`config.mk`:
```
export PLATFORM = sky130hd
export DESIGN_NAME = argmax_sequencer
export DESIGN_NICKNAME = d
export VERILOG_FILES = /design/src/rtl/argmax_sequencer.sv
export SDC_FILE = /design/constraint.sdc
export NUM_CORES = 1
export LEC_CHECK = 0
export CAP_MARGIN = 10
export CORE_MARGIN = 2
export CORE_UTILIZATION = 35
export DETAILED_ROUTE_END_ITERATION = 6
export PLACE_DENSITY = 0.67
export SYNTH_ARGS = -nofsm -noshare
export SYNTH_HDL_FRONTEND = slang
export SYNTH_SLANG_ARGS = --single-unit
```
`constraint.sdc`:
```
create_clock -name CLKEXT -period 2.7 [get_ports CLKEXT]
set_input_delay 0.27 -clock CLKEXT [delete_from_list [all_inputs] [get_ports CLKEXT]]
set_output_delay 0.27 -clock CLKEXT [all_outputs]
set_load 0.05 [all_outputs]
```
`src/rtl/argmax_sequencer.sv`:
```
// -----------------------------------------------------------------------------
// argmax_sequencer
//   Drives one auto_comparator to find the arg-max over N signed buffer words.
//   On start the comparator is cleared, the buffer is read two words per pair,
//   and the comparator's trig is pulsed once per pair. On completion the
//   1-based winning index and its value are latched and done pulses.
//
// Ports
//   CLKEXT, RST            clock (rising edge), asynchronous active-high reset
//   start, abort           run request (IDLE only) / soft cancel while busy
//   n_outputs, base_addr   word count N and first buffer address (latched)
//   rd_en, rd_addr         buffer read strobe/address; rd_data one cycle later
//   EN_COMP, RST_COMP      comparator enable / synchronous clear
//   trig, in1, in2         comparator compare strobe and registered operands
//   index, largest         comparator running arg-max and maximum
//   busy, done, err        status; err accompanies done when N=0
//   result_index/_value    final arg-max (1-based, 0 = nothing beat 0x8000)
//   state_dbg_o            current FSM state encoding
//
// Handshake: start is a single-cycle request honoured only in IDLE; done is a
// single-cycle pulse and result_* are stable from done until the next done.
// -----------------------------------------------------------------------------
module argmax_sequencer #(
   parameter int DATA_W = 16,
   parameter int ADDR_W = 8
) (
   input  logic              CLKEXT,
   input  logic              RST,
   input  logic              start,
   input  logic              abort,
   input  logic [ADDR_W-1:0] n_outputs,
   input  logic [ADDR_W-1:0] base_addr,
   output logic              rd_en,
   output logic [ADDR_W-1:0] rd_addr,
   input  logic [DATA_W-1:0] rd_data,
   output logic              EN_COMP,
   output logic              RST_COMP,
   output logic              trig,
   output logic [DATA_W-1:0] in1,
   output logic [DATA_W-1:0] in2,
   input  logic [ADDR_W-1:0] index,
   input  logic [DATA_W-1:0] largest,
   output logic              busy,
   output logic              done,
   output logic              err,
   output logic [ADDR_W-1:0] result_index,
   output logic [DATA_W-1:0] result_value,
   output logic [2:0]        state_dbg_o
);

   // Most negative value: used as the odd-N pad and the "no result" value.
   localparam logic [DATA_W-1:0] PAD = {1'b1, {(DATA_W-1){1'b0}}};

   typedef enum logic [2:0] {
      S_IDLE    = 3'd0,
      S_CLEAR   = 3'd1,
      S_FETCH_A = 3'd2,
      S_FETCH_B = 3'd3,
      S_LATCH   = 3'd4,
      S_FIRE    = 3'd5,
      S_WAIT    = 3'd6,
      S_DONE    = 3'd7
   } state_t;

   state_t              state_q;
   logic [ADDR_W-1:0]   n_q;
   logic [ADDR_W-1:0]   base_q;
   // One bit wider than N so that k can reach N+1 when N=255.
   logic [ADDR_W:0]     k_q;
   logic                second_q;     // second word of the pair was read
   logic                rd_en_q;
   logic [ADDR_W-1:0]   rd_addr_q;
   logic                en_comp_q;
   logic                rst_comp_q;
   logic                trig_q;
   logic [DATA_W-1:0]   in1_q;
   logic [DATA_W-1:0]   in2_q;
   logic                done_q;
   logic                err_q;
   logic [ADDR_W-1:0]   res_idx_q;
   logic [DATA_W-1:0]   res_val_q;

   logic [ADDR_W:0]     k_plus1_d;
   logic [ADDR_W:0]     k_plus2_d;
   logic [ADDR_W-1:0]   addr_k1_d;
   logic [ADDR_W-1:0]   addr_k2_d;
   logic                busy_d;

   always_comb begin
      k_plus1_d = k_q + {{ADDR_W{1'b0}}, 1'b1};
      k_plus2_d = k_q + {{(ADDR_W-1){1'b0}}, 2'd2};
      // Buffer addresses wrap modulo 2^ADDR_W.
      addr_k1_d = base_q + k_plus1_d[ADDR_W-1:0];
      addr_k2_d = base_q + k_plus2_d[ADDR_W-1:0];
      busy_d    = (state_q != S_IDLE) && (state_q != S_DONE);
   end

   always_ff @(posedge CLKEXT or posedge RST) begin
      if (RST) begin
         state_q    <= S_IDLE;
         n_q        <= '0;
         base_q     <= '0;
         k_q        <= '0;
         second_q   <= 1'b0;
         rd_en_q    <= 1'b0;
         rd_addr_q  <= '0;
         en_comp_q  <= 1'b0;
         rst_comp_q <= 1'b0;
         trig_q     <= 1'b0;
         in1_q      <= PAD;
         in2_q      <= PAD;
         done_q     <= 1'b0;
         err_q      <= 1'b0;
         res_idx_q  <= '0;
         res_val_q  <= PAD;
      end else begin
         // Single-cycle strobes fall back to 0 unless a state re-asserts them.
         rd_en_q    <= 1'b0;
         rst_comp_q <= 1'b0;
         trig_q     <= 1'b0;
         done_q     <= 1'b0;
         err_q      <= 1'b0;
         if (abort && busy_d) begin
            state_q   <= S_IDLE;
            en_comp_q <= 1'b0;
         end else begin
            case (state_q)
               S_IDLE: begin
                  if (start) begin
                     if (n_outputs == '0) begin
                        state_q   <= S_DONE;
                        done_q    <= 1'b1;
                        err_q     <= 1'b1;
                        res_idx_q <= '0;
                        res_val_q <= PAD;
                     end else begin
                        state_q    <= S_CLEAR;
                        n_q        <= n_outputs;
                        base_q     <= base_addr;
                        k_q        <= '0;
                        en_comp_q  <= 1'b1;
                        rst_comp_q <= 1'b1;
                     end
                  end
               end
               S_CLEAR: begin
                  state_q   <= S_FETCH_A;
                  rd_en_q   <= 1'b1;
                  rd_addr_q <= base_q + k_q[ADDR_W-1:0];
               end
               S_FETCH_A: begin
                  // Outputs registered here are the ones visible in FETCH_B.
                  state_q  <= S_FETCH_B;
                  second_q <= (k_plus1_d < {1'b0, n_q});
                  if (k_plus1_d < {1'b0, n_q}) begin
                     rd_en_q   <= 1'b1;
                     rd_addr_q <= addr_k1_d;
                  end
               end
               S_FETCH_B: begin
                  state_q <= S_LATCH;
                  in1_q   <= rd_data;
               end
               S_LATCH: begin
                  state_q <= S_FIRE;
                  in2_q   <= second_q ? rd_data : PAD;
                  trig_q  <= 1'b1;
               end
               S_FIRE: begin
                  k_q <= k_plus2_d;
                  if (k_plus2_d < {1'b0, n_q}) begin
                     state_q   <= S_FETCH_A;
                     rd_en_q   <= 1'b1;
                     rd_addr_q <= addr_k2_d;
                  end else begin
                     state_q <= S_WAIT;
                  end
               end
               S_WAIT: begin
                  state_q   <= S_DONE;
                  en_comp_q <= 1'b0;
                  done_q    <= 1'b1;
                  res_idx_q <= index;
                  res_val_q <= largest;
               end
               S_DONE: begin
                  state_q <= S_IDLE;
               end
               default: begin
                  state_q <= S_IDLE;
               end
            endcase
         end
      end
   end

   assign rd_en        = rd_en_q;
   assign rd_addr      = rd_addr_q;
   assign EN_COMP      = en_comp_q;
   assign RST_COMP     = rst_comp_q;
   assign trig         = trig_q;
   assign in1          = in1_q;
   assign in2          = in2_q;
   assign busy         = busy_d;
   assign done         = done_q;
   assign err          = err_q;
   assign result_index = res_idx_q;
   assign result_value = res_val_q;
   assign state_dbg_o  = state_q;

endmodule

```
==> results of run 1 <==
==> worst register-to-register path: stages, from the launching register on <==
cell and delay, ns:
dfrtp_1 0.40, and3_4 0.23, nand3_4 0.09, xnor2_2 0.15
ha_1 0.30, a211o_1 0.28, nor2_1 0.10, nor3_1 0.07
a211oi_2 0.25, o221a_2 0.30, clkbuf_16 0.17, mux2_4 0.29
==> sequential cells by signal, indices dropped and copies added (netlist names) <==
| register | flops |
|---|---|
| state_dbg_o | 3 |
| result_index | 8 |
| second_q | 1 |
| err | 1 |
| in1 | 16 |
| rd_en | 1 |
| trig | 1 |
| result_value | 16 |
| k_q | 8 |
| in2 | 16 |
| rd_addr | 8 |
| done | 1 |
| EN_COMP | 1 |
| n_q | 8 |
| base_q | 8 |
| RST_COMP | 1 |
==> power groups by stage <==
stage          Combinational, W  Clock [W]  Sequential, W
2_1_floorplan           0.00153          0        0.00416
4_1_cts                 0.00480    0.00126        0.00251
3_3_place_gp            0.00470          0        0.00251
5_1_grt                 0.00509    0.00131        0.00259
6_report                0.00480    0.00123        0.00250
3_5_place_dp            0.00477          0        0.00253
==> final cells by class <==
cell class	count	area (µm²)
timing repair buffer	165	1610
clock inverter	7	60.1
fill	1173	6530
multi-input combinational	275	2060
sequential	98	2460
inverter	18	71.3
clock buffer	9	225
tap	176	220
==> synth_stat cells, drive strengths merged, types with 2 or more instances <==
master / n
or3: 2
a22o: 23
nor3: 10
xor2: 8
nand2: 50
dfstp: 3
buf: 17
nor2b: 9
o211ai: 2
ha: 22
mux2: 36
o21bai: 2
a21oi: 8
xnor2: 11
nand2b: 2
nor4: 3
nor2: 15
dfrtp: 95
clkbuf: 14
o21ai: 37
a211oi: 3
nand3: 14
and3: 2
o31ai: 3
inv: 18
==> layout by cell type (no fill, tap or decap), types with 8 or more instances in the layout <==
master and count:
clkdlybuf4s50_1 133, dfrtp_1 92, nand2_1 50, o21ai_0 31, buf_4 29, mux2_2 28, ha_1 22, a22o_1 20
inv_1 17, nor2_1 15, xnor2_1 10, nand3_1 10, clkbuf_16 10, nor2b_1 9, a21oi_1 8, nor3_1 8
mux2_4 8, xor2_1 8
==> worst max-delay path by stage <==
| stage | from | end | slack, ns | cells after the start |
|---|---|---|---|---|
| 3_3_place_gp | k_q[1] | rd_addr[7] | 0.01 | 11 |
| 4_1_cts | k_q[1] | rd_addr[0] | 0.003 | 11 |
| 3_5_place_dp | k_q[1] | rd_addr[6] | -0.06 | 11 |
| 5_1_grt | k_q[1] | rd_addr[1] | -0.16 | 11 |
| 2_1_floorplan | state_dbg_o[0] | rd_addr[6] | -0.02 | 11 |
| 6_report | k_q[1] | rd_addr[1] | -0.03 | 11 |
==> cells by family (layout without fill, tap and decap cells) <==
family | Yosys count | count (layout)
xor+xnor | 19 | 19
fa+ha+maj | 23 | 23
simple gates | 110 | 110
flops | 98 | 98
buf+inv | 49 | 199
mux | 36 | 36
compound gates | 87 | 87
==> metal layers <==
metal / global-route usage / wire [µm] / up-vias
met4: 0.0690 / 251 / 0
met5: 0 / 0 / -
met1: 0.207 / 5130 / 1751
li1: - / - / 1744
met2: 0.268 / 5470 / 97
met3: 0.0269 / 515 / 17
==> through the flow <==
step	util	setup WS [ns]
after CTS	0.502	0.00270
final	0.507	-0.0340
after detailed placement	0.479	-0.0646
after global routing	0.507	-0.155
after global placement	0.479	0.0142
after floorplan	-	-0.0249
==> what timing repair did <==
action / CTS / global route
gates resized for setup: 4 / 3
endpoints found under the setup margin: 8 / 8
setup buffers: 1 / 3
hold buffers: 0 / 0
hold endpoints to repair: 0 / 0
gates cloned: 0 / 1
==> key figures, run 1 <==
Outcome
  • Status: finished, violations left
  • Violated checks: negative setup slack

Global routing
  • Antenna violations before repair: 0
  • Vias in the first global route: 3672
  • Gr ovfl total: 0
  • Gr usage total: 0.161
  • Largest net degree at the start of global routing: 34
  • First-pass GRT wire length: between 15000 and 20000 µm

Layout
  • Diodes inserted: 0
  • Post-Layout Cell Count: 748
  • Area grow syn2layout: 41.9%
  • Share of cells above drive strength 1: 0.189
  • Layout Nets: 650
  • Finished Cell Area: 6710 µm²

Critical path
  • FF-to-FF Start: k_q[1]
  • Worst setup SP type: register
  • CP cell instances: and3_4, nand3_4, xnor2_2, ha_1, a211o_1, nor2_1, nor3_1, a211oi_2, o221a_2, clkbuf_16, mux2_4
  • Worst path slowest cell: dfrtp_1
  • Cell family with most CP delay: compound AO/OA/AOI/OAI gates
  • Worst r2r dst: rd_addr[1]
  • Worst Path Arrival: between 2 and 3 ns
  • Critical path class: reg -> reg
  • CP Buf/Inv Count: 1
  • Peak fanout along the critical path: 4
  • WP data required: 2.93 ns
  • Worst setup EP type: register
  • R2r setup slk: -0.03 ns
  • FF-to-FF path depth: 11
  • Worst stage delay on the critical path: 0.40 ns

Placement
  • Placed cell count: roughly 730
  • Detailed placer's ending HPWL: between 8000 and 9000 µm
  • Final GP Congestion: 0.893
  • Post-DP Area: 6340 µm²
  • Port buffer count: around 130

Timing
  • Maximum clock frequency: 0.366 GHz
  • Worst-margin pin slew: 0.764 ns
  • Minimum clock period: 2.73 ns
  • RSZ-0062 raised after global routing: yes
  • Fin. Hold Viols: 0
  • Skew final: 0.00652 ns
  • Worst setup margin: -0.0340 ns
  • TNS Setup: -0.165 ns
  • Max_slew headroom: 0.490
  • Tcrit/Tclk final: 1.01
  • Fin. max-slew vios: 0
  • # setup viols final: 8
  • Fin Hold WS: between 0.4 and 0.5 ns

Synthesis
  • Mapped cell area: roughly 4700 µm²
  • Average size of a mapped cell: between 10 and 15 µm²
  • Synth Area in XOR/XNOR: 0.0352
  • Compound-gate portion of the synthesized area: 0.125
  • Post-synth top area share: 0.503
  • Syn nets: 505
  • Adder-cell share of the synthesized area: 0.0624
  • Largest family of logic cells by synthesized area: compound AO/OA/AOI/OAI gates
  • Ys async rst share: 1.00
  • Synth Instances: around 420
  • Post-synth EDFFs: 0
  • Yosys top cell by area: dfrtp_1
  • Post-Synth Simple-Gate Area: 0.112
  • Sequential fraction of the synthesis area: 0.519
  • Multiplexer share of the synthesized area: 0.0921
  • Warnings, synthesis: 0
  • Seq cells post-synth: 98
  • Ranking of synthesized cells by area: dfrtp_1 50%, mux2_2 6.7%, ha_1 5.8%, nand2_1 4.0%, a22o_1 3.7%
  • Ys flop type: dfrtp_1
  • Number of distinct library cells after synthesis: 48

Floorplanning
  • Die footprint: around 14000 µm²
  • Die Ht: between 100 and 150 µm
  • Core ar.: 13200 µm²
  • Chip width: 120 µm
  • Rows: 42
  • IO Count: around 130
  • Initial Util: 0.357

Clocking
  • Clock latency on the worst-skew pair: 0.35 ns
  • CTS tree: yes
  • Clock Sinks: 98
  • Max Root-Sink Buffers: 2
  • Htree depth: 3
  • CTS Root Cell: clkbuf_16
  • Clock Pin Slew Worst Setup and Hold Paths: 0.07 ns
  • CTS Buf Count: 9

Detailed routing
  • Wire per inst: roughly 15 µm
  • Final wirelength: between 10000 and 15000 µm
  • Avg Vias per Cell: between 4 and 5
  • DRC Markers: 0
  • DR pass1 iterations: 4
  • Iteration-0 DRC Markers: roughly 220
  • Vias: ~3600
  • Post-route ant nets: 0

Power and ir drop
  • Switching share of power: 0.457
  • Psw: roughly 0.0039 W
  • Cell internal pwr: approximately 0.0046 W
  • Clock Power Share: 0.144
  • Leakage power: approximately 3 nW
  • Power per Cell Area: 1270 nW/µm²
  • Maximum vdd drop: roughly 0.38 mV
  • Combinational share of power: 0.563
  • Share of power burned in registers: 0.293
  • Total chip power: between 0.008 and 0.009 W

Min path
  • Hold Crit Class: in -> async

Job
  • Max Cap Viol: 0
No activity file was read; power rests on OpenSTA's default activity.
==> run 2, diff against run 1 <==
RECOVER_POWER = 25   (was unset)
==> key figures, run 2 (same netlist as run 1, synthesis figures left out) <==
Outcome
  • Status: finished, violations left
  • Violated checks: max-capacitance violations, negative setup slack

Global routing
  • Vias in the first global route: approximately 3700
  • Gr usage total: 0.161
  • First-pass GRT wire length: 18300 µm
  • Gr ovfl total: 0
  • Largest net degree at the start of global routing: 34
  • Antenna violations before repair: 0

Clocking
  • CTS Root Cell: clkbuf_16
  • Htree depth: 3
  • Clock latency on the worst-skew pair: ~0.35 ns
  • CTS Buf Count: 9
  • Clock Pin Slew Worst Setup and Hold Paths: 0.07 ns
  • Hold Buf Count CTS: 0
  • CTS tree: yes
  • Clock Sinks: 98
  • Max Root-Sink Buffers: 2

Critical path
  • Critical path class: reg -> reg
  • Worst Path Arrival: 2.96 ns
  • Peak fanout along the critical path: 4
  • WP data required: 2.93 ns
  • Worst setup EP type: register
  • Worst setup SP type: register

Timing
  • RSZ-0062 raised after global routing: yes
  • Tcrit/Tclk final: 1.01
  • Worst setup margin: -0.0296 ns
  • Fin. max-slew vios: 0
  • Minimum clock period: 2.73 ns
  • Maximum clock frequency: ~0.37 GHz
  • Fin. Hold Viols: 0
  • Max_slew headroom: 0.00462
  • Worst-margin pin slew: approximately 1.5 ns
  • Fin Hold WS: roughly 0.42 ns
  • # setup viols final: 8
  • Skew final: 0.00672 ns

Placement
  • Detailed placer's ending HPWL: ~8400 µm
  • Port buffer count: 133
  • Placement Setup Slack: -0.0646 ns
  • Final GP Congestion: a little under 0.9

Layout
  • Layout Nets: 650
  • Area grow syn2layout: 41.4%
  • Most frequent cells in the layout: 132 x clkdlybuf4s50_1, 92 x dfrtp_1, 50 x nand2_1
  • Final Core Density: 0.505
  • Diodes inserted: 0
  • Commonest non-fill, non-tap cell in the layout: clkdlybuf4s50_1
  • Share of cells above drive strength 1: 0.185

Detailed routing
  • DR pass1 iterations: 4
  • Vias: between 3000 and 4000
  • Post-route ant nets: 0
  • Final wirelength: ~11000 µm
  • DRC Markers: 0
  • Iteration-0 DRC Markers: roughly 220
  • Avg Vias per Cell: around 4.8
  • Wire per inst: 15.2 µm

Job
  • Max Cap Viol: 1

Floorplanning
  • Die Ht: roughly 120 µm
  • Rows: 42
  • Die footprint: between 10000 and 15000 µm²
  • Initial Util: 0.357
  • Chip width: between 100 and 150 µm
  • Core ar.: 13200 µm²
  • IO Count: around 130

Min path
  • Hold Crit Class: in -> reg

Power and ir drop
  • Leakage power: around 3 nW
  • Power per Cell Area: around 1300 nW/µm²
  • Maximum vdd drop: 0.381 mV
==> run 2: changes by cell type in the layout (fill, tap and decap cells not counted) <==
cell	change
dlygate4sd3_1	+1
clkinvlp_2	+1
clkinvlp_4	-1
clkdlybuf4s50_1	-1
clkbuf_2	+1
buf_4	-2
buf_12	-1
clkbuf_1	+2
==> run 2: power breakdown <==
group | internal [W] | total (W) | switching, W
logic | 0.00188 | 0.00480 | 0.00292
clock network | 0.000641 | 0.00123 | 0.000592
registers | 0.00211 | 0.00250 | 0.000387
total | 0.00463 | 0.00853 | 0.00390
==> run 2: repair_timing <==
action                     4_1_cts  5_1_grt
gates resized for setup          4        3
setup endpoints to repair        8        8
setup buffers                    1        3
cloned                           0        1
==> run 2: metal layers <==
metal  global-route usage  vias to the layer above  routed length, µm  part of all wire
met5                    0                        -                  0                 0
met4               0.0690                        0                252             0.022
met3               0.0269                       17                541             0.048
met2                0.268                      107               5450              0.48
met1                0.207                     1753               5100              0.45
li1                     -                     1745                  -                 -
==> run 2: per-stage QoR <==
step                TNS (ns)  cells  total power [W]  area, µm²
global route           -1.14    748          0.00899       6690
CTS                        0    744          0.00857       6650
finish                -0.130    748          0.00853       6690
detailed placement    -0.467    727          0.00730       6340
global placement           0    727          0.00721       6340
floorplan            -0.0249    422          0.00570       4740
==> run 2: critical path, stage by stage (launching register included) <==
cell,delay (ns)
dfrtp_1,0.40
and3_4,0.23
nand3_4,0.09
xnor2_2,0.15
ha_1,0.30
a211o_1,0.28
nor2_1,0.10
nor3_1,0.07
a211oi_2,0.25
o221a_2,0.30
clkbuf_16,0.16
mux2_4,0.29
==> run 2: final timing paths <==
check | from | to | slack (ns) | cells past startpoint
hold / removal | largest[15] | result_value[15] | 0.42 | 3
max in group asynchronous | RST | result_index[6] | 0.58 | 3
setup / recovery | k_q[1] | rd_addr[1] | -0.03 | 11
hold reg to reg | in2[15] | in2[15] | 0.48 | 2
min in group asynchronous | RST | result_index[1] | 0.71 | 2
setup reg to reg | k_q[1] | rd_addr[1] | -0.03 | 11
==> run 2: area by class of cell <==
| type | count | area, µm² |
|---|---|---|
| fillers | 1180 | 6560 |
| multi-input cells | 275 | 2060 |
| clock buffers | 9 | 225 |
| repair buffers | 165 | 1590 |
| inverters | 18 | 68.8 |
| clock inverters | 7 | 60.1 |
| flip-flops and latches | 98 | 2460 |
| well taps | 176 | 220 |
==> run 3, diff against run 2 <==
CORE_MARGIN = unset   (was 2)
SLEW_MARGIN = 20   (was unset)
==> key figures, run 3 (same netlist as run 1, synthesis figures left out) <==
Power and ir drop
  • Switching share of power: 0.451
  • Cell internal pwr: between 0.004 and 0.005 W
  • Share of power burned in registers: 0.291
  • Combinational share of power: 0.559
  • Leakage power: 2.95 nW
  • Clock Power Share: 0.151
  • Psw: approximately 0.0039 W
  • Total chip power: 0.00858 W
  • Maximum vdd drop: a little over 0.4 mV
  • Power per Cell Area: approximately 1300 nW/µm²

Critical path
  • Peak fanout along the critical path: 5
  • Worst stage delay on the critical path: 0.38 ns
  • WP data required: 2.92 ns
  • Critical path class: reg -> reg
  • R2r setup slk: about 0.03 ns
  • CP cell instances: and3_4, nand3_4, xnor2_2, ha_1, a211o_1, nor2_1, nor3_1, a211oi_2, o221a_4, buf_12, mux2_4
  • Worst Path Arrival: 2.89 ns
  • Crit path from: k_q[1]
  • FF-to-FF Start: k_q[1]
  • Crit path to: rd_addr[6]
  • Worst path slowest cell: dfrtp_1
  • Worst r2r dst: rd_addr[6]
  • FF-to-FF path depth: 11
  • Worst setup SP type: register
  • Worst setup EP type: register

Layout
  • Register area: between 2000 and 2500 µm²
  • Most frequent cells in the layout: 132 x clkdlybuf4s50_1, 92 x dfrtp_1, 49 x nand2_1
  • Commonest non-fill, non-tap cell in the layout: clkdlybuf4s50_1
  • Area grow syn2layout: 41.2%
  • Diodes inserted: 0
  • Share of cells above drive strength 1: 0.178
  • Filler cells: 1161
  • Layout Nets: 644
  • Area of the multi-input gates: 2080 µm²

Timing
  • TNS Setup: 0 ns
  • RSZ-0062 raised after global routing: yes
  • Worst-margin pin slew: roughly 1.3 ns
  • Max_slew headroom: 0.148
  • Fin Hold WS: ~0.43 ns
  • Fin. Hold Viols: 0
  • Skew final: ~0.0090 ns
  • Minimum clock period: roughly 2.7 ns
  • Fin. max-slew vios: 0
  • Maximum clock frequency: between 0.3 and 0.4 GHz
  • Tcrit/Tclk final: 0.989
  • # setup viols final: 0

Floorplanning
  • Initial Util: 0.359
  • Rows: 42
  • Die Ht: roughly 120 µm
  • Core ar.: 13200 µm²
  • Chip width: between 100 and 150 µm
  • IO Count: 134
  • Die footprint: roughly 14000 µm²

Detailed routing
  • Iteration-0 DRC Markers: 182
  • DR pass1 iterations: 4
  • Vias: 3575
  • Wire per inst: between 10 and 15 µm
  • Avg Vias per Cell: slightly below 5
  • Met3 Routed Length: 444 µm
  • Post-route ant nets: 0
  • Met2 routed WL: 5550 µm
  • Final wirelength: between 10000 and 15000 µm
  • Max layer used: met4
  • M1 WL: about 5000 µm
  • DRC Markers: 0

Min path
  • Hold Crit Class: in -> reg

Job
  • Max Cap Viol: 0

Placement
  • Final GP Congestion: about 0.9
  • Detailed placer's ending HPWL: around 8100 µm
  • Port buffer count: 133

Clocking
  • CTS Root Cell: clkbuf_16
  • Htree depth: 3
  • CTS tree: yes
  • Clock Pin Slew Worst Setup and Hold Paths: around 0.07 ns
  • CTS Buf Count: 9
  • Clock Sinks: 98
  • Max Root-Sink Buffers: 2
  • Clock latency on the worst-skew pair: roughly 0.34 ns
  • Hold Buf Count CTS: 0

Global routing
  • Gr ovfl total: 0
  • Vias in the first global route: ~3600
  • Gr usage total: 0.159
  • Largest net degree at the start of global routing: 63
  • Antenna violations before repair: 0
  • First-pass GRT wire length: between 15000 and 20000 µm

Outcome
  • Status: complete, no violations
run 3: repair_timing:
action / CTS / global route
gates cloned: 1 / 0
buffers inserted: 2 / 1
setup endpoints to repair: 8 / 8
resized for setup: 8 / 3
pin swaps: 5 / 4
run 3: stage by stage:
step | cell area, µm² | cells | util | setup WS (ns)
6_report | 6680 | 742 | 0.506 | 0.0298
5_1_grt | 6680 | 742 | 0.506 | -0.0743
4_1_cts | 6680 | 741 | 0.507 | 0.00388
3_5_place_dp | 6300 | 722 | 0.478 | -0.0409
3_3_place_gp | 6300 | 722 | 0.478 | 0.0165
2_1_floorplan | 4740 | 422 | - | -0.0249
run 3: worst max-delay path: cells and delay by family (launching register included):
kind	cells	cell delay, ns
flops	1	0.38
xor+xnor	1	0.16
mux	1	0.30
compound gates	3	0.83
buf+inv	1	0.13
simple gates	4	0.47
fa+ha+maj	1	0.30
run 3: how the worst min path moves through the flow:
stage	from	to	slack, ns	depth (start not counted)
after floorplan	largest[15]	result_value[15]	0.36	2
after global placement	in2[15]	in2[15]	0.45	2
after detailed placement	in2[15]	in2[15]	0.46	2
after CTS	RST	result_index[1]	0.39	2
after global routing	largest[15]	result_value[15]	0.42	3
final	largest[15]	result_value[15]	0.43	3
run 3: power groups by stage:
stage	Clock, W	Combinational, W	Sequential (W)
3_5_place_dp	0	0.00474	0.00253
3_3_place_gp	0	0.00467	0.00250
6_report	0.00129	0.00479	0.00249
4_1_cts	0.00133	0.00483	0.00250
5_1_grt	0.00139	0.00507	0.00257
2_1_floorplan	0	0.00153	0.00416
run 3: final cells by class:
class | instances | share of cell area
flip-flops and latches | 98 | 0.368
multi-input cells | 275 | 0.311
repair buffers | 159 | 0.232
clock buffers | 10 | 0.0343
well taps | 176 | 0.0330
clock inverters | 6 | 0.0109
inverters | 18 | 0.0103
run 3: per-layer routing:
metal,vias up,track usage
li1,1746,-
met1,1740,0.205
met2,84,0.272
met3,5,0.0314
met4,0,0.0385
met5,-,0
